### src/rtl/soc_mem2_stream_reader_if.sv
// Bus bundle for the s2 key-memory read master: run control, Avalon-MM port s2 and output stream.
// master = reader side; slave = memory/downstream/controller side.
interface soc_mem2_stream_reader_if #(
   parameter int ADDR_W = 12,
   parameter int DATA_W = 32,
   parameter int CNT_W  = 12
);
   logic              start;
   logic              abort;
   logic [ADDR_W-1:0] base_addr;
   logic [CNT_W-1:0]  word_count;
   logic              busy;
   logic              done;
   logic [ADDR_W-1:0] address2;
   logic              chipselect2;
   logic              write2;
   logic [DATA_W-1:0] writedata2;
   logic [3:0]        byteenable2;
   logic              clken2;
   logic [DATA_W-1:0] readdata2;
   logic [DATA_W-1:0] out_data;
   logic              out_valid;
   logic              out_ready;

   modport master (
      input  start, abort, base_addr, word_count, readdata2, out_ready,
      output busy, done, address2, chipselect2, write2, writedata2, byteenable2, clken2,
             out_data, out_valid
   );

   modport slave (
      output start, abort, base_addr, word_count, readdata2, out_ready,
      input  busy, done, address2, chipselect2, write2, writedata2, byteenable2, clken2,
             out_data, out_valid
   );
endinterface

### src/rtl/soc_mem2_stream_reader.sv
// Streams a run of words from memory port s2; first word valid 2 edges after start, 1 word/cycle.
// Downstream backpressure throttles issue through a 2-entry FIFO credit that includes the in-flight read.
module soc_mem2_stream_reader #(
   parameter int ADDR_W = 12,
   parameter int DATA_W = 32,
   parameter int DEPTH  = 2560,
   parameter int CNT_W  = 12
) (
   input  logic                      clk,
   input  logic                      reset,
   soc_mem2_stream_reader_if.master  bus
);

   typedef enum logic [1:0] {IDLE, RUN, DRAIN, DONE} state_t;

   state_t            r_state;
   state_t            w_state_nxt;
   logic [ADDR_W-1:0] r_cur_addr;
   logic [CNT_W-1:0]  r_remaining;
   logic              r_inflight;
   logic [DATA_W-1:0] r_fifo [2];
   logic              r_wr_ptr;
   logic              r_rd_ptr;
   logic [1:0]        r_count;

   logic              w_issue;
   logic              w_pop;
   logic              w_push;
   logic              w_abort;
   logic              w_credit_ok;
   logic [ADDR_W-1:0] w_addr_nxt;

   assign w_pop   = (r_count != 2'd0) && bus.out_ready;
   assign w_push  = r_inflight;
   assign w_abort = bus.abort && ((r_state == RUN) || (r_state == DRAIN));

   // A head popping this cycle frees its slot in time for the new read's data, keeping 1 word/cycle.
   assign w_credit_ok = ({1'b0, r_count} + {2'b00, r_inflight}) < (3'd2 + {2'b00, w_pop});

   assign w_addr_nxt = (r_cur_addr == ADDR_W'(DEPTH - 1)) ? '0 : r_cur_addr + ADDR_W'(1);

   always_comb begin
      w_state_nxt = r_state;
      w_issue     = 1'b0;
      case (r_state)
         IDLE: begin
            if (bus.start) begin
               w_state_nxt = (bus.word_count == '0) ? DONE : RUN;
            end
         end
         RUN: begin
            if (bus.abort) begin
               w_state_nxt = DONE;
            end else if (w_credit_ok) begin
               w_issue = 1'b1;
               if (r_remaining == CNT_W'(1)) begin
                  w_state_nxt = DRAIN;
               end
            end
         end
         DRAIN: begin
            if (bus.abort || (!r_inflight && (r_count == 2'd0))) begin
               w_state_nxt = DONE;
            end
         end
         DONE:    w_state_nxt = IDLE;
         default: w_state_nxt = IDLE;
      endcase
   end

   always_ff @(posedge clk or posedge reset) begin
      if (reset) begin
         r_state <= IDLE;
      end else begin
         r_state <= w_state_nxt;
      end
   end

   always_ff @(posedge clk or posedge reset) begin
      if (reset) begin
         r_cur_addr  <= '0;
         r_remaining <= '0;
         r_inflight  <= 1'b0;
         r_wr_ptr    <= 1'b0;
         r_rd_ptr    <= 1'b0;
         r_count     <= 2'd0;
         r_fifo[0]   <= '0;
         r_fifo[1]   <= '0;
      end else begin
         if ((r_state == IDLE) && bus.start) begin
            r_cur_addr  <= bus.base_addr;
            r_remaining <= bus.word_count;
         end else if (w_issue) begin
            r_cur_addr  <= w_addr_nxt;
            r_remaining <= r_remaining - CNT_W'(1);
         end

         // Abort drops the returning read and empties the FIFO in one edge.
         if (w_abort) begin
            r_inflight <= 1'b0;
            r_wr_ptr   <= 1'b0;
            r_rd_ptr   <= 1'b0;
            r_count    <= 2'd0;
         end else begin
            r_inflight <= w_issue;
            if (w_push) begin
               r_fifo[r_wr_ptr] <= bus.readdata2;
               r_wr_ptr         <= ~r_wr_ptr;
            end
            if (w_pop) begin
               r_rd_ptr <= ~r_rd_ptr;
            end
            r_count <= r_count + {1'b0, w_push} - {1'b0, w_pop};
         end
      end
   end

   assign bus.address2    = r_cur_addr;
   assign bus.chipselect2 = w_issue;
   assign bus.clken2      = w_issue;
   assign bus.write2      = 1'b0;
   assign bus.writedata2  = '0;
   assign bus.byteenable2 = 4'hF;
   assign bus.busy        = (r_state == RUN) || (r_state == DRAIN);
   assign bus.done        = (r_state == DONE);
   assign bus.out_valid   = (r_count != 2'd0);
   assign bus.out_data    = r_fifo[r_rd_ptr];

endmodule
### src/flat_wrapper.sv
// flat-port wrapper written by rule: the top's interface ports become plain ports
module soc_mem2_stream_reader_flat 
#(
   parameter int ADDR_W = 12,
   parameter int DATA_W = 32,
   parameter int DEPTH  = 2560,
   parameter int CNT_W  = 12
)
  (clk, reset, bus_start, bus_abort, bus_base_addr, bus_word_count, bus_readdata2, bus_out_ready, bus_busy, bus_done, bus_address2, bus_chipselect2, bus_write2, bus_writedata2, bus_byteenable2, bus_clken2, bus_out_data, bus_out_valid);
  soc_mem2_stream_reader_if #(.ADDR_W(ADDR_W), .DATA_W(DATA_W), .CNT_W(CNT_W)) bus_i ();
  input  logic clk;
  input  logic reset;
  input wire logic [$bits(bus_i.start)-1:0] bus_start;
  input wire logic [$bits(bus_i.abort)-1:0] bus_abort;
  input wire logic [$bits(bus_i.base_addr)-1:0] bus_base_addr;
  input wire logic [$bits(bus_i.word_count)-1:0] bus_word_count;
  input wire logic [$bits(bus_i.readdata2)-1:0] bus_readdata2;
  input wire logic [$bits(bus_i.out_ready)-1:0] bus_out_ready;
  output wire logic [$bits(bus_i.busy)-1:0] bus_busy;
  output wire logic [$bits(bus_i.done)-1:0] bus_done;
  output wire logic [$bits(bus_i.address2)-1:0] bus_address2;
  output wire logic [$bits(bus_i.chipselect2)-1:0] bus_chipselect2;
  output wire logic [$bits(bus_i.write2)-1:0] bus_write2;
  output wire logic [$bits(bus_i.writedata2)-1:0] bus_writedata2;
  output wire logic [$bits(bus_i.byteenable2)-1:0] bus_byteenable2;
  output wire logic [$bits(bus_i.clken2)-1:0] bus_clken2;
  output wire logic [$bits(bus_i.out_data)-1:0] bus_out_data;
  output wire logic [$bits(bus_i.out_valid)-1:0] bus_out_valid;
  assign bus_i.start = bus_start;
  assign bus_i.abort = bus_abort;
  assign bus_i.base_addr = bus_base_addr;
  assign bus_i.word_count = bus_word_count;
  assign bus_i.readdata2 = bus_readdata2;
  assign bus_i.out_ready = bus_out_ready;
  assign bus_busy = bus_i.busy;
  assign bus_done = bus_i.done;
  assign bus_address2 = bus_i.address2;
  assign bus_chipselect2 = bus_i.chipselect2;
  assign bus_write2 = bus_i.write2;
  assign bus_writedata2 = bus_i.writedata2;
  assign bus_byteenable2 = bus_i.byteenable2;
  assign bus_clken2 = bus_i.clken2;
  assign bus_out_data = bus_i.out_data;
  assign bus_out_valid = bus_i.out_valid;
  soc_mem2_stream_reader #(.ADDR_W(ADDR_W), .DATA_W(DATA_W), .DEPTH(DEPTH), .CNT_W(CNT_W)) u_core (.clk(clk), .reset(reset), .bus(bus_i));
endmodule
### config.mk
export PLATFORM = sky130hd
export DESIGN_NAME = soc_mem2_stream_reader_flat
export DESIGN_NICKNAME = d
export VERILOG_FILES = /design/src/rtl/soc_mem2_stream_reader_if.sv /design/src/rtl/soc_mem2_stream_reader.sv /design/src/flat_wrapper.sv
export SDC_FILE = /design/constraint.sdc
export NUM_CORES = 1
export LEC_CHECK = 0
export ABC_AREA = 1
export ABC_CLOCK_PERIOD_IN_PS = 5800
export BUFFER_PORTS_ARGS = -buffer_cell sky130_fd_sc_hd__buf_2
export CAP_MARGIN = 30
export CELL_PAD_IN_SITES_DETAIL_PLACEMENT = 2
export CELL_PAD_IN_SITES_GLOBAL_PLACEMENT = 2
export CORE_MARGIN = 3
export CORE_UTILIZATION = 31
export CTS_CLUSTER_SIZE = 40
export DETAILED_ROUTE_END_ITERATION = 6
export PLACE_DENSITY = 0.91
export SLEW_MARGIN = 30
export SYNTH_ARGS = -nofsm -noshare
export SYNTH_HDL_FRONTEND = slang
export SYNTH_SLANG_ARGS = --single-unit
### constraint.sdc
create_clock -name clk -period 5.8 [get_ports clk]
set_input_delay 0.87 -clock clk [delete_from_list [all_inputs] [get_ports clk]]
set_output_delay 0.87 -clock clk [all_outputs]
set_load 0.02 [all_outputs]
# --- Yosys cells after proc, flatten, opt, wreduce, memory -nomap -nowiden ---
# Index checks and enable logic that the tools add are counted.
classes:
  n_addsub: 6
  eq_ne: 9
  muxes: 27
  n_reduce_logical: 17
  magnitude_cmp: 4
  bitwise_logic: 5
op_table:
  columns: ["operator", "count"]
  rows:
  - ["2-to-1 mux 32 bit", 4]
  - ["bitwise mux 64 bit", 1]
  - ["2-to-1 mux 12 bit", 5]
  - ["demux 32 bit (select 1 bit)", 1]
  - ["2-to-1 mux 2 bit", 7]
  - ["adder 12 x 1 -> 12 bit, second input constant", 1]
  - ["== test 12 x 1 -> 1 bit, second input constant", 1]
  - ["== test 12 bit, second input constant", 1]
  - ["zero test 12 bit", 1]
  - ["subtractor 12 x 1 -> 12 bit, second input constant", 1]
  - ["2-to-1 mux 1 bit", 8]
  - ["one-hot mux 2 bit (4 select lines)", 1]
  - ["nonzero test 2 bit", 4]
  - ["logical AND 1 bit", 5]
  - ["== test 2 bit, second input constant", 2]
  - ["greater-or-equal comparator 2 bit, second input constant", 2]
  - ["zero test 2 bit", 2]
  - ["!= test 2 bit, second input constant", 2]
  - ["inverter 1 -> 2 bit", 2]
  - ["AND reduction 4 bit", 1]
  - ["adder 2 x 1 -> 3 bit", 1]
  - ["adder 2 x 1 -> 3 bit, first input constant", 1]
  - ["less-than comparator 3 bit", 1]
  - ["!= test 3 x 2 -> 1 bit, second input constant", 1]
  - ["9 further kinds", 12]
totals:
  output_inout_bits: 86
  ff_bits: 95
  wordCells: 77
  in_bits: 61

# --- Depth between registers and ports, before layout ---
depth:
  depth_word: 9
  mapped_depth: 10

# --- Worst setup path after synthesis ---
# OpenSTA, ideal clock, no wires.
synth_timing:
  path_kind: "in2out"
  from: "input bus_abort"
  to: "output bus_clken2"
  stages: 5
  required_time_ns: 4.930
  path_slack_ns: 3.342
  arrival_ns: 1.588
  cell_sequence: "nor2_1 > nand3_4 > buf_6 > clkinv_2 > buf_4"
synth_via:
  elab_chain_len: 2
synth_lines:
  columns: ["item", "line_no", "rtl"]
  rows:
  - ["start: declaration", "flat_wrapper.sv:14", "input wire logic [$bits(bus_i.abort)-1:0] bus_abort;"]
  - ["2-to-1 mux 1 bit", "soc_mem2_stream_reader.sv:52", "if (bus.abort) begin"]
  - ["2-to-1 mux 1 bit", "soc_mem2_stream_reader.sv:45", "case (r_state)"]
  - ["end: declaration", "flat_wrapper.sv:26", "output wire logic [$bits(bus_i.clken2)-1:0] bus_clken2;"]
# No other way between the ends.

# --- Worst setup path in the final report ---
layout_timing:
  from: "register u_core.r_state[1]"
  to: "output bus_clken2"
layout_via:
  elab_chain_len: 2
layout_lines:
  columns: ["item", "line_no", "rtl"]
  rows:
  - ["start: declaration", "soc_mem2_stream_reader.sv:16", "state_t r_state;"]
  - ["start signal: assignment", "soc_mem2_stream_reader.sv:75", "r_state <= w_state_nxt;"]
  - ["== test 2 x 1 -> 1 bit", "soc_mem2_stream_reader.sv:45", null]
  - ["2-to-1 mux 1 bit", "soc_mem2_stream_reader.sv:45", null]
# No other way between the ends.

==> impl_metrics.yaml <==
run_status:
  run_status: "finished clean"
synth:
  cells_after_synth: 744
  synth-compound-area-share_pct: 8.674
  yosys_register_bits: 95
  syn_avg_cell_area_sq_um: 7.290
  synth.yosys.seq_area_share_pct: 43.83
  synth_adder_area_share_pct: 2.768
  yosys-mux-area-fraction_pct: 0
  netlist-cell-type-count: 34
  dominant_combinational_cell_family_by_area_after_synthesis: "simple AND/OR/NAND/NOR gates"
  synth-simple-area-share_pct: 30.08
  yosys_warnings: 0
  post_synth_instance_area_sq_mm: 0.005424
  synth-xor-area-share_pct: 0.8074
clocking:
  inserted_clock_buffers: 9
  post-cts-setup-buffer-count: 0
  clk_transition_reported_paths_ns: 0.07
  cts-resized-gates: 0
  clock_sinks: 95
  max-clock-path-buffers: 2
  clock_tree_from_tritoncts: "done"
  cts_hold_buffers: 0
  clk_latency_ns: 0.36
  cts_max_level: 3
  cts.root.buffer_cell: "sky130_fd_sc_hd__clkbuf_16"
worst_setup_path:
  worst-endpoint-required_ns: 4.93
  r2r_slack_ns: 3.38
  critical-path-slowest-cell: "sky130_fd_sc_hd__dfrtp_1"
  critical-path-top-delay-family: "buffers and inverters"
  arrival_worst_endpoint_ns: 1.96
  crit_cells: 7
  crit_path_end: "bus_clken2"
  total_buffers_and_inverters_traversed_by_the_critical_path: 4
  terminus_of_the_critical_flop_to_flop_path: "u_core.r_fifo[29]"
  crit_fanout: 11
  end_kind: "output port"
  worstRegToRegCells: 7
  path_class: "reg -> out"
  timing.rr.start: "u_core.r_state[0]"
  cpPeakStageDelay_ns: 0.42
  timing.critical_path.mode_cell: "sky130_fd_sc_hd__inv_1"
  timing_startpoint_of_the_critical_path: "u_core.r_state[1]"
  crit_path_cell_trace: "inv_1, ha_1, inv_1, nor2_1, nand3_4, clkinv_2, buf_2"
  startpoint_type: "flip-flop"
placed_design:
  dp.final_hpwl_microns: 12390
  port_buffers: 109
  gpl.final_weighted_congestion: 0.7793
  placedInstanceArea_sq_mm: 0.005968
floorplanning:
  die_height_microns: 138.3
  core_region_area_sq_mm: 0.01688
  floorplan.die_area_sq_mm: 0.01912
  initial_core_util_pct: 32.14
  fp-row-count: 47
  io_pins: 147
  die-width_microns: 138.3
timing:
  final_layout_setup_total_negative_slack_ns: 0
  finalSetupViolCount: 0
  relSlewSlack_pct: 57.27
  final-hold-violation-count: 0
  grt_setup_unrepaired: "false"
  clock.fmax_mhz: 353.3
  tightest_slew_ns: 0.6409
  period_share_pct: 48.80
  final.min_clock_period_ns: 2.831
  report.final.slew_viol_count: 0
  finalClockSkew_ns: 0.009666
finish:
  area.sequential_sq_mm: 0.002377
  layout-drive-gt1-share_pct: 18.15
  num-nets-final: 911
  antenna_cells_inserted: 0
  finalInstanceArea_sq_mm: 0.006267
  syn_to_final_growth_pct: 15.55
  layout.filler_cells: 2045
  area_of_the_multi_input_gates_sq_mm: 0.002435
detailed_routing:
  postRouteWirelength_microns: 17000
  antenna_violating_nets_post_route: 0
  drc: 0
  first_iter_violations: 176
  route.vias.total: 5054
  mean_number_of_vias_per_cell: 4.754
  drtPass1Iterations: 4
  wire_per_inst_microns: 15.99
pwr:
  power.ir.vdd_worst_mv: 0.2033
  leakage_nw: 3.477
  design_power_total_mw: 3.449
  powerDensity_mw_per_mm2: 550.3
worst_hold_path:
  holdCritPathClass: "reg -> reg"
  whs_path_cells: 2
global_routing:
  grt_util_met2_pct: 32.61
  grt_pass1_vias: 5568
  grt_most_used_layer: "met2"
  grt_antenna_before_repair: 1
  gr-usage-met1_pct: 22.73
  grtUsageMet3_pct: 4.454
  grt_start_max_net_pins: 50
  track_usage_pct: 18.31
  grt_pass1_wl_microns: 28900
  grt.overflow.total: 0
flow_run:
  cap_violations: 0
==> report_power, final <==
| part | internal (mW) | total (mW) | switching, mW |
|---|---|---|---|
| sequential | 0.945 | 1.18 | 0.240 |
| clock | 0.300 | 0.596 | 0.296 |
| combinational | 0.526 | 1.67 | 1.14 |
==> cells in the mapped netlist <==
master / n / area [sq um]
sky130_fd_sc_hd__o21ai_0: 80 / 400.4
sky130_fd_sc_hd__nand3b_1: 1 / 7.510
sky130_fd_sc_hd__nor2_1: 46 / 172.7
sky130_fd_sc_hd__a21oi_1: 3 / 15.01
sky130_fd_sc_hd__buf_6: 3 / 33.78
sky130_fd_sc_hd__clkinv_1: 1 / 3.750
sky130_fd_sc_hd__or2_2: 3 / 18.77
sky130_fd_sc_hd__inv_1: 72 / 270.3
sky130_fd_sc_hd__xnor2_1: 3 / 26.28
sky130_fd_sc_hd__nor2_4: 2 / 22.52
sky130_fd_sc_hd__nand2_2: 2 / 12.51
sky130_fd_sc_hd__ha_1: 12 / 150.1
sky130_fd_sc_hd__inv_2: 4 / 15.01
sky130_fd_sc_hd__nand2_4: 2 / 22.52
sky130_fd_sc_hd__nand3b_2: 1 / 11.26
sky130_fd_sc_hd__o21a_1: 1 / 7.510
sky130_fd_sc_hd__nand4_1: 6 / 37.54
sky130_fd_sc_hd__a21o_1: 1 / 7.510
sky130_fd_sc_hd__xor2_1: 2 / 17.52
sky130_fd_sc_hd__nor2_2: 2 / 12.51
sky130_fd_sc_hd__nand3_4: 1 / 17.52
sky130_fd_sc_hd__clkinv_2: 1 / 5.000
sky130_fd_sc_hd__o211ai_1: 1 / 7.510
sky130_fd_sc_hd__nand2_1: 280 / 1051
sky130_fd_sc_hd__nor3_1: 2 / 10.01
sky130_fd_sc_hd__nand3_1: 43 / 215.2
sky130_fd_sc_hd__clkbuf_1: 10 / 37.54
sky130_fd_sc_hd__o21ai_1: 5 / 25.02
sky130_fd_sc_hd__nand3_2: 2 / 20.02
sky130_fd_sc_hd__o21bai_1: 1 / 7.510
sky130_fd_sc_hd__buf_4: 43 / 322.8
sky130_fd_sc_hd__dfrtp_1: 95 / 2377
sky130_fd_sc_hd__conb_1: 2 / 7.510
sky130_fd_sc_hd__buf_2: 11 / 55.05
==> how the worst min path moves through the flow <==
stage / startpoint / endpoint / slack, ns
floorplan: u_core.r_fifo[0] / u_core.r_fifo[0] / 0.45
global placement: u_core.r_fifo[0] / u_core.r_fifo[0] / 0.47
detailed placement: u_core.r_fifo[5] / u_core.r_fifo[5] / 0.48
CTS: u_core.r_fifo[5] / u_core.r_fifo[5] / 0.49
global route: u_core.r_fifo[9] / u_core.r_fifo[9] / 0.53
finish: u_core.r_fifo[19] / u_core.r_fifo[19] / 0.49
==> cell type report <==
class | instances | area share, %
clock buffers | 9 | 3.594
clock inverters | 7 | 0.9982
inverters | 78 | 4.751
multi-input cells | 539 | 38.85
flip-flops and latches | 95 | 37.93
well taps | 220 | 4.392
repair buffers | 115 | 9.483
==> per-layer routing <==
layer / routed length, microns / vias to the layer above
met1: 7388 / 2510
met4: 151 / 2
met5: 13 / -
li1: - / 2420
met3: 747 / 13
met2: 8700 / 109
==> placed cells by master (no fill, tap or decap), types with 4 or more instances in the layout <==
cell	synthesis	layout
sky130_fd_sc_hd__inv_2	4	4
sky130_fd_sc_hd__buf_2	11	109
sky130_fd_sc_hd__inv_1	72	71
sky130_fd_sc_hd__buf_4	43	5
sky130_fd_sc_hd__nand3_1	43	43
sky130_fd_sc_hd__nand4_1	6	6
sky130_fd_sc_hd__clkbuf_16	0	9
sky130_fd_sc_hd__dfrtp_1	95	95
sky130_fd_sc_hd__o21ai_0	80	80
sky130_fd_sc_hd__nand2_1	280	280
sky130_fd_sc_hd__nor2_1	46	46
sky130_fd_sc_hd__conb_1	2	37
sky130_fd_sc_hd__ha_1	12	12
sky130_fd_sc_hd__o21ai_1	5	5
==> worst min-delay path: stages (launching register included) <==
cell and delay [ns]:
sky130_fd_sc_hd__dfrtp_1 0.34, sky130_fd_sc_hd__nand2_1 0.05, sky130_fd_sc_hd__o21ai_0 0.06
==> kinds of logic (layout without fill, tap and decap cells) <==
kind of cell	after synthesis	count (layout)
XOR/XNOR	5	5
other	2	37
flip-flops	95	95
AND/OR/NAND/NOR	393	393
buffers and inverters	145	209
AO/OA/AOI/OAI	92	92
adder cells (fa/ha/maj)	12	12
==> registers in the layout (all words and copies together) (netlist names) <==
name and cells:
u_core.r_count 2, u_core.r_fifo 64, u_core.r_remaining 12, u_core.r_rd_ptr 1, u_core.r_inflight 1, u_core.r_state 2, u_core.bus.address2 12, u_core.r_wr_ptr 1
==> through the flow <==
step	utilization, %	hold slack (ns)	worst slack (ns)	instances
global placement	35.35	0.4653	3.139	1046
floorplan	-	0.4529	2.453	779
finish	37.13	0.4925	2.970	1063
global route	37.13	0.5298	2.830	1063
detailed placement	35.36	0.4751	3.086	1046
CTS	37.07	0.4950	2.933	1062
Power figures use the tool's default switching activity.
